<file path="config.mk">
export PLATFORM = sky130hd
export DESIGN_NAME = nand_reduce_pipe
export DESIGN_NICKNAME = d
export VERILOG_FILES = /design/src/rtl/nand_reduce_pipe.sv
export SDC_FILE = /design/constraint.sdc
export NUM_CORES = 1
export LEC_CHECK = 0
export ABC_AREA = 1
export CORE_MARGIN = 2
export CORE_UTILIZATION = 32
export DETAILED_ROUTE_END_ITERATION = 16
export PLACE_DENSITY = 0.71
export SLEW_MARGIN = 10
export SYNTH_ARGS = -nofsm -noshare
export SYNTH_HDL_FRONTEND = slang
export SYNTH_SLANG_ARGS = --single-unit
</file>
<file path="constraint.sdc">
create_clock -name CLK -period 0.8 [get_ports CLK]
set_clock_uncertainty 0.15 [all_clocks]
set_input_delay 0.08 -clock CLK [delete_from_list [all_inputs] [get_ports CLK]]
set_output_delay 0.08 -clock CLK [all_outputs]
set_load 0.01 [all_outputs]
</file>
<file path="src/rtl/nand_reduce_pipe.sv">
// Pipelined per-channel wide NAND built from registered FANIN-input AND levels.
// Optional define NAND_REDUCE_MODE_EN adds a MODE input (NAND/AND/NOR/OR).
module nand_reduce_pipe #(
   parameter int NUM_IN = 9,
   parameter int NUM_CH = 2,
   parameter int FANIN  = 3
) (
   input  logic                     CLK,
   input  logic                     R,
   input  logic                     EN,
   input  logic                     VI,
`ifdef NAND_REDUCE_MODE_EN
   input  logic [1:0]               MODE,
`endif
   input  logic [NUM_CH*NUM_IN-1:0] A,
   output logic [NUM_CH-1:0]        Y,
   output logic                     VO
);

   function automatic int lvl_w(input int k);
      int w;
      w = NUM_IN;
      for (int i = 0; i < k; i++) w = (w + FANIN - 1) / FANIN;
      return w;
   endfunction

   function automatic int calc_lat();
      int w;
      int l;
      w = NUM_IN;
      l = 0;
      for (int i = 0; i < 32; i++) begin
         if (w > 1) begin
            w = (w + FANIN - 1) / FANIN;
            l++;
         end
      end
      return (l < 1) ? 1 : l;
   endfunction

   localparam int LAT = calc_lat();

   for (genvar k = 1; k <= LAT; k++) begin : g_lvl
      localparam int WI   = lvl_w(k - 1);
      localparam int WO   = lvl_w(k);
      localparam bit LAST = (k == LAT);

      wire  [NUM_CH-1:0][WI-1:0] src;
      wire  [NUM_CH-1:0][WO-1:0] nxt;
      wire                       vin;
      logic [NUM_CH-1:0][WO-1:0] q;
      logic                      v;
`ifdef NAND_REDUCE_MODE_EN
      wire  [1:0]                md;
`endif

      if (k == 1) begin : g_src
         for (genvar c = 0; c < NUM_CH; c++) begin : g_ch
            assign src[c] = A[c*NUM_IN +: NUM_IN];
         end
         assign vin = VI;
`ifdef NAND_REDUCE_MODE_EN
         assign md = MODE;
`endif
      end else begin : g_src
         assign src = g_lvl[k-1].q;
         assign vin = g_lvl[k-1].v;
`ifdef NAND_REDUCE_MODE_EN
         assign md = g_lvl[k-1].g_mreg.mq;
`endif
      end

      // Short last node needs no explicit padding: a narrower reduction is the identity pad.
      for (genvar c = 0; c < NUM_CH; c++) begin : g_ch
         for (genvar n = 0; n < WO; n++) begin : g_node
            localparam int LO  = n * FANIN;
            localparam int CNT = (WI - LO < FANIN) ? (WI - LO) : FANIN;
`ifdef NAND_REDUCE_MODE_EN
            assign nxt[c][n] =
               (md[1] ? (|src[c][LO +: CNT]) : (&src[c][LO +: CNT]))
               ^ (LAST && !md[0]);
`else
            assign nxt[c][n] = (&src[c][LO +: CNT]) ^ LAST;
`endif
         end
      end

      always_ff @(posedge CLK or negedge R) begin
         if (!R) begin
            q <= {(NUM_CH*WO){LAST}};
            v <= 1'b0;
         end else if (EN) begin
            q <= nxt;
            v <= vin;
         end
      end

`ifdef NAND_REDUCE_MODE_EN
      if (!LAST) begin : g_mreg
         logic [1:0] mq;
         always_ff @(posedge CLK or negedge R) begin
            if (!R) mq <= 2'b00;
            else if (EN) mq <= md;
         end
      end
`endif
   end

   assign Y  = g_lvl[LAT].q;
   assign VO = g_lvl[LAT].v;

endmodule

</file>
==> flow_summary.json, run 1 <==
{
  "rrSetupSlack_ns": -0.09,
  "worstSkewPairLatency_ns": 0.25,
  "crit_path_end_kind": "primary output",
  "crit_path_top_delay_cell": "dfstp_2",
  "netlist.top_cell.by_area": "dfrtp_1",
  "fill_cells": 138,
  "ys_ff_latch": 10,
  "drive_above_1_share_pct": 24.7,
  "crit_path_cell_trace": "buf_6",
  "period_share_pct": 139,
  "leakage_uw": 0.000341,
  "path_max_fanout": 2,
  "rows": 13,
  "area_growth_pct": 71.1,
  "swShare_pct": 22.2,
  "vias_per_cell": 4.46,
  "peakVddDrop_mv": 0.703,
  "max_stage_delay_ns": 0.54,
  "rr_worst_depth": 2,
  "critPathTopFamily": "flip-flops",
  "drt_iter0_drc": 1,
  "seqPwrFrac_pct": 50.3,
  "synth_cells": 51,
  "cts.sinks": 10,
  "finalHoldViolations": 5,
  "core_area_um2": 1300,
  "dp_hpwl_um": 757,
  "p_clk_share_pct": 29.9,
  "cp.required_ns": 0.57,
  "port_buffers": 24,
  "hold_path_class": "in -> async",
  "syn-mean-instance-area_um2": 8.76,
  "grt_pass1_vias": 362,
  "slew_headroom_pct": 82.2,
  "cts_tree": "done",
  "violations": "hold timing, setup timing",
  "die_h_um": 41.4,
  "internal_power_uw": 848,
  "htreeDepth": 1,
  "die_area_um2": 1710,
  "cts_setup_buffers": 0,
  "r2r-start": "Y[0]",
  "yosysUniqueCellTypes": 9,
  "power.switching_uw": 242,
  "power_density_nw_per_um2": 1430,
  "start_kind": "flip-flop",
  "crit_buf_inv": 1,
  "critPathKind": "reg -> out",
  "clk_path_buf_depth": 2,
  "run_status": "finished with violations",
  "ys_warn_count": 0,
  "dp_slack_ns": -0.465,
  "grt_max_degree": 11,
  "antenna_cells": 0,
  "critPathArrivalTime_ns": 0.88,
  "fin_crit_ns": 1.11,
  "clk_pin_slew_ns": 0.06,
  "drc": 0,
  "tns_ns": -1.06,
  "overflow": 0,
  "yosysTopAreaCellShare_pct": 44.8,
  "gp_congestion": 0.667,
  "final_util_pct": 58.8,
  "root_buffer": "clkbuf_4",
  "design_area_um2": 764,
  "synthTopCellsByArea": "dfrtp_1, nand2_1, dfstp_2, o21ai_2, nor2_1",
  "die_w_um": 41.4,
  "start_util_pct": 34.3,
  "ios": 25,
  "vias": 428,
  "fin_nets": 105,
  "timing.final.ws_setup_ns": -0.314,
  "r2r_end": "Y[0]",
  "setup_viol": 6,
  "routedWlPerCell_um": 9.47,
  "drv_cap": 0,
  "tightest_slew_ns": 0.266,
  "place_area_um2": 737,
  "antenna_left": 0,
  "routed_wl_um": 909,
  "power_frac_comb_pct": 19.8,
  "drv_slew": 0,
  "antenna_found_initial": 0,
  "synth_fp_nets": 73,
  "syn_area_um2": 447,
  "grtUsageTotal_pct": 12.7,
  "cts_inserted_buffers": 3,
  "grt_pass1_wl_mm": 1.38,
  "synth-seq-area-share_pct": 56.6,
  "firstDrtPassIters": 2,
  "rsz0062_at_grt": "true",
  "clock.fmax_ghz": 0.898,
  "holdWs_ns": -0.00184
}
-- worst max-delay path by stage --
stage                     startpoint   end  slack, ns  cells after the start
after CTS                       Y[0]  Y[0]      -0.32                      1
after global placement          Y[0]  Y[0]      -0.46                      1
after floorplan                 Y[0]  Y[0]      -0.06                      2
final                           Y[0]  Y[0]      -0.31                      1
after global routing            Y[0]  Y[0]      -0.35                      1
after detailed placement        Y[0]  Y[0]      -0.46                      1
-- routing by layer --
layer | GRT usage, % | vias to the layer above | wire [um] | share of wire (%)
li1 | - | 218 | - | -
met2 | 21.1 | 18 | 455 | 50
met5 | 0 | - | 0 | 0
met4 | 2.42 | 0 | 0 | 0
met3 | 6.38 | 0 | 92 | 10
met1 | 14.7 | 192 | 362 | 40
-- cell families after synthesis --
group | share of synthesized area (%)
buffers and inverters | 4.20
AND/OR/NAND/NOR | 25.2
AO/OA/AOI/OAI | 14.0
flip-flops | 56.6
-- per-stage QoR --
stage / hold WS (ns) / total power [uW] / std cells
after global routing: -0.0108 / 1160 / 96
after detailed placement: 0.266 / 775 / 93
after CTS: -0.00708 / 1100 / 96
after global placement: 0.266 / 770 / 93
after floorplan: -0.366 / 616 / 51
final: -0.00184 / 1090 / 96
-- repair_timing --
item                                   CTS  global route
endpoints found under the hold margin    8             8
gates resized for setup                 15             3
setup endpoints to repair               13             9
-- final cells by class --
type	instances	area, um^2	share of cell area, %
well taps	15	18.8	2.45
repair buffers	28	283	37.0
flip-flops and latches	10	253	33.1
inverters	2	7.51	0.982
multi-input cells	38	180	23.6
clock buffers	3	22.5	2.95
-- Yosys cell counts (all sizes together) --
cell   instances
nand2         24
dfrtp          8
buf            1
dfstp          2
o21ai          8
nor2           6
inv            2
-- power groups by stage --
stage | registers (uW) | logic [uW] | clock network (uW)
2_1_floorplan | 556 | 60.6 | 0
3_3_place_gp | 553 | 216 | 0
3_5_place_dp | 556 | 219 | 0
4_1_cts | 546 | 213 | 342
5_1_grt | 551 | 236 | 370
6_report | 548 | 216 | 326
-- flip-flops by register name, summed over array words and instances, names as in the netlist --
name / count
VO: 1
Y: 2
g_lvl.q: 6
g_lvl.v: 1
-- placed cells by master, fill, tap and decap left out --
master,n
nand2_1,22
clkdlybuf4s50_1,20
dfrtp_1,8
o21ai_2,6
nor2_1,6
clkbuf_4,3
buf_6,3
dfstp_2,2
inv_1,2
nand2_2,2
buf_4,2
o21ai_1,1
o21ai_0,1
dlygate4sd2_1,1
buf_2,1
buf_12,1
(Power assumes the default switching activity.)
==> run 2, diff against run 1 <==
--- a/config.mk
+++ b/config.mk
@@ -10,6 +10,7 @@
 export CORE_UTILIZATION = 32
 export DETAILED_ROUTE_END_ITERATION = 16
 export PLACE_DENSITY = 0.71
+export RECOVER_POWER = 50
 export SLEW_MARGIN = 10
 export SYNTH_ARGS = -nofsm -noshare
 export SYNTH_HDL_FRONTEND = slang
==> run 2 against run 1 <==
Compared with the run above: the flow finishes with violations (setup timing); core utilization fell by 0.58 points; die area unchanged; combinational power down 4%; maximum frequency is the same; non-clock buffer count did not move; register-to-register slack hardly changed; total power decreased by 0.70%; flip-flop and latch count did not move; largest cell class unchanged.
==> flow_summary.json, run 2 (same netlist as run 1, synthesis figures left out) <==
{
  "path_max_fanout": 2,
  "port_buffers": 24,
  "leakage_uw": 0.000345,
  "antenna_found_initial": 0,
  "power_frac_comb_pct": 19.2,
  "p_clk_share_pct": 30.1,
  "vias": 428,
  "internal_power_uw": 842,
  "regMostFlops": "g_lvl.q",
  "power_density_nw_per_um2": 1430,
  "tightest_slew_ns": 0.452,
  "dp_slack_ns": -0.465,
  "cts_setup_buffers": 0,
  "die_w_um": 41.4,
  "hold_path_class": "in -> async",
  "start_kind": "flip-flop",
  "critPathTopFamily": "flip-flops",
  "antenna_left": 0,
  "drv_slew": 0,
  "largest_register_ffs": 6,
  "worstSkewPairLatency_ns": 0.25,
  "area_growth_pct": 69.5,
  "ff_latch_area_um2": 253,
  "grt_use_met2_pct": 21.1,
  "violations": "setup timing",
  "grt_util_met3_pct": 6.38,
  "crit_buf_inv": 1,
  "overflow": 0,
  "use_met1_pct": 14.7,
  "fill_cells": 140,
  "routedWlPerCell_um": 9.47,
  "die_area_um2": 1710,
  "drc": 0,
  "clk_path_buf_depth": 2,
  "grt.busiest_layer": "met2",
  "ios": 25,
  "core_area_um2": 1300,
  "final_cell_mix": "nand2_1, clkdlybuf4s50_1, dfrtp_1",
  "fin_crit_ns": 1.11,
  "fin_nets": 105,
  "grt_pass1_wl_mm": 1.38,
  "power.switching_uw": 240,
  "rsz0062_at_grt": "true",
  "vias_per_cell": 4.46,
  "start_util_pct": 34.3,
  "peakVddDrop_mv": 0.700,
  "routed_wl_um": 909,
  "rows": 13,
  "crit_path_end_kind": "primary output",
  "crit_path_cell_trace": "buf_6",
  "critPathKind": "reg -> out",
  "grt_pass1_vias": 362,
  "drt_iter0_drc": 1,
  "max_stage_delay_ns": 0.54,
  "firstDrtPassIters": 2,
  "dp_hpwl_um": 757,
  "clk_pin_slew_ns": 0.06,
  "power_uw": 1080,
  "timing.final.ws_setup_ns": -0.314,
  "clock.fmax_ghz": 0.898,
  "setup_viol": 6,
  "cts_inserted_buffers": 3,
  "period_share_pct": 139,
  "mostFrequentLayoutCell": "nand2_1",
  "seqPwrFrac_pct": 50.6,
  "cts_tree": "done",
  "multi_input_area_um2": 180,
  "drv_cap": 0,
  "slew_headroom_pct": 69.8,
  "gp_congestion": 0.667,
  "grt_max_degree": 11,
  "root_buffer": "clkbuf_4",
  "critPathArrivalTime_ns": 0.88,
  "finalHoldViolations": 0,
  "cp.required_ns": 0.57,
  "crit_path_top_delay_cell": "dfstp_2",
  "antenna_cells": 0,
  "run_status": "finished with violations",
  "cts.sinks": 10,
  "htreeDepth": 1,
  "die_h_um": 41.4,
  "swShare_pct": 22.2,
  "grtUsageTotal_pct": 12.7,
  "drive_above_1_share_pct": 23.5
}
run 2: cell types whose count changed in the layout (fill, tap and decap cells not counted):
cell / delta
buf_12: -1
dlymetal6s2s_1: +1
run 2: repair_timing:
action,CTS,global route
hold endpoints to repair,8,8
setup endpoints to repair,13,9
gates resized for setup,15,3
run 2: path summary, 6_finish.rpt:
path | from | end | slack [ns] | depth (start not counted)
worst min-delay path | R | g_lvl[1].v | 0.07 | 2
worst min register to register | g_lvl[1].q[1] | g_lvl[1].q[1] | 0.33 | 2
max in group asynchronous | R | Y[0] | 0.10 | 2
worst max-delay path | Y[0] | Y[0] | -0.31 | 1
min in group CLK | EN | Y[0] | 0.11 | 3
worst max register to register | Y[0] | Y[0] | -0.09 | 2
run 2: area by class of cell:
cell class | count | area share [%]
Tap cell | 15 | 2.48
Clock buffer | 3 | 2.98
Timing Repair Buffer | 28 | 36.4
Inverter | 2 | 0.992
Sequential cell | 10 | 33.4
Multi-Input combinational cell | 38 | 23.8
run 2: routing by layer:
metal	part of all wire, %	wire (um)
met5	0	0
met4	0	0
met3	10	92
met2	50	455
met1	40	362
run 2: per-stage QoR:
step           utilization (%)  cells  setup TNS [ns]  instance area [um^2]  hold slack [ns]
3_3_place_gp              56.6     93           -4.73                   737            0.266
2_1_floorplan                -     51          -0.115                   447           -0.366
5_1_grt                   58.2     96           -1.29                   757            0.109
6_report                  58.2     96           -1.06                   757           0.0667
3_5_place_dp              56.6     93           -4.99                   737            0.266
4_1_cts                   58.1     96           -1.10                   756         -0.00708
run 2: power groups by stage:
stage | sequential, uW | clock, uW | combinational, uW
floorplan | 556 | 0 | 60.6
global placement | 553 | 0 | 216
detailed placement | 556 | 0 | 219
CTS | 546 | 342 | 213
global route | 551 | 370 | 229
finish | 548 | 326 | 208
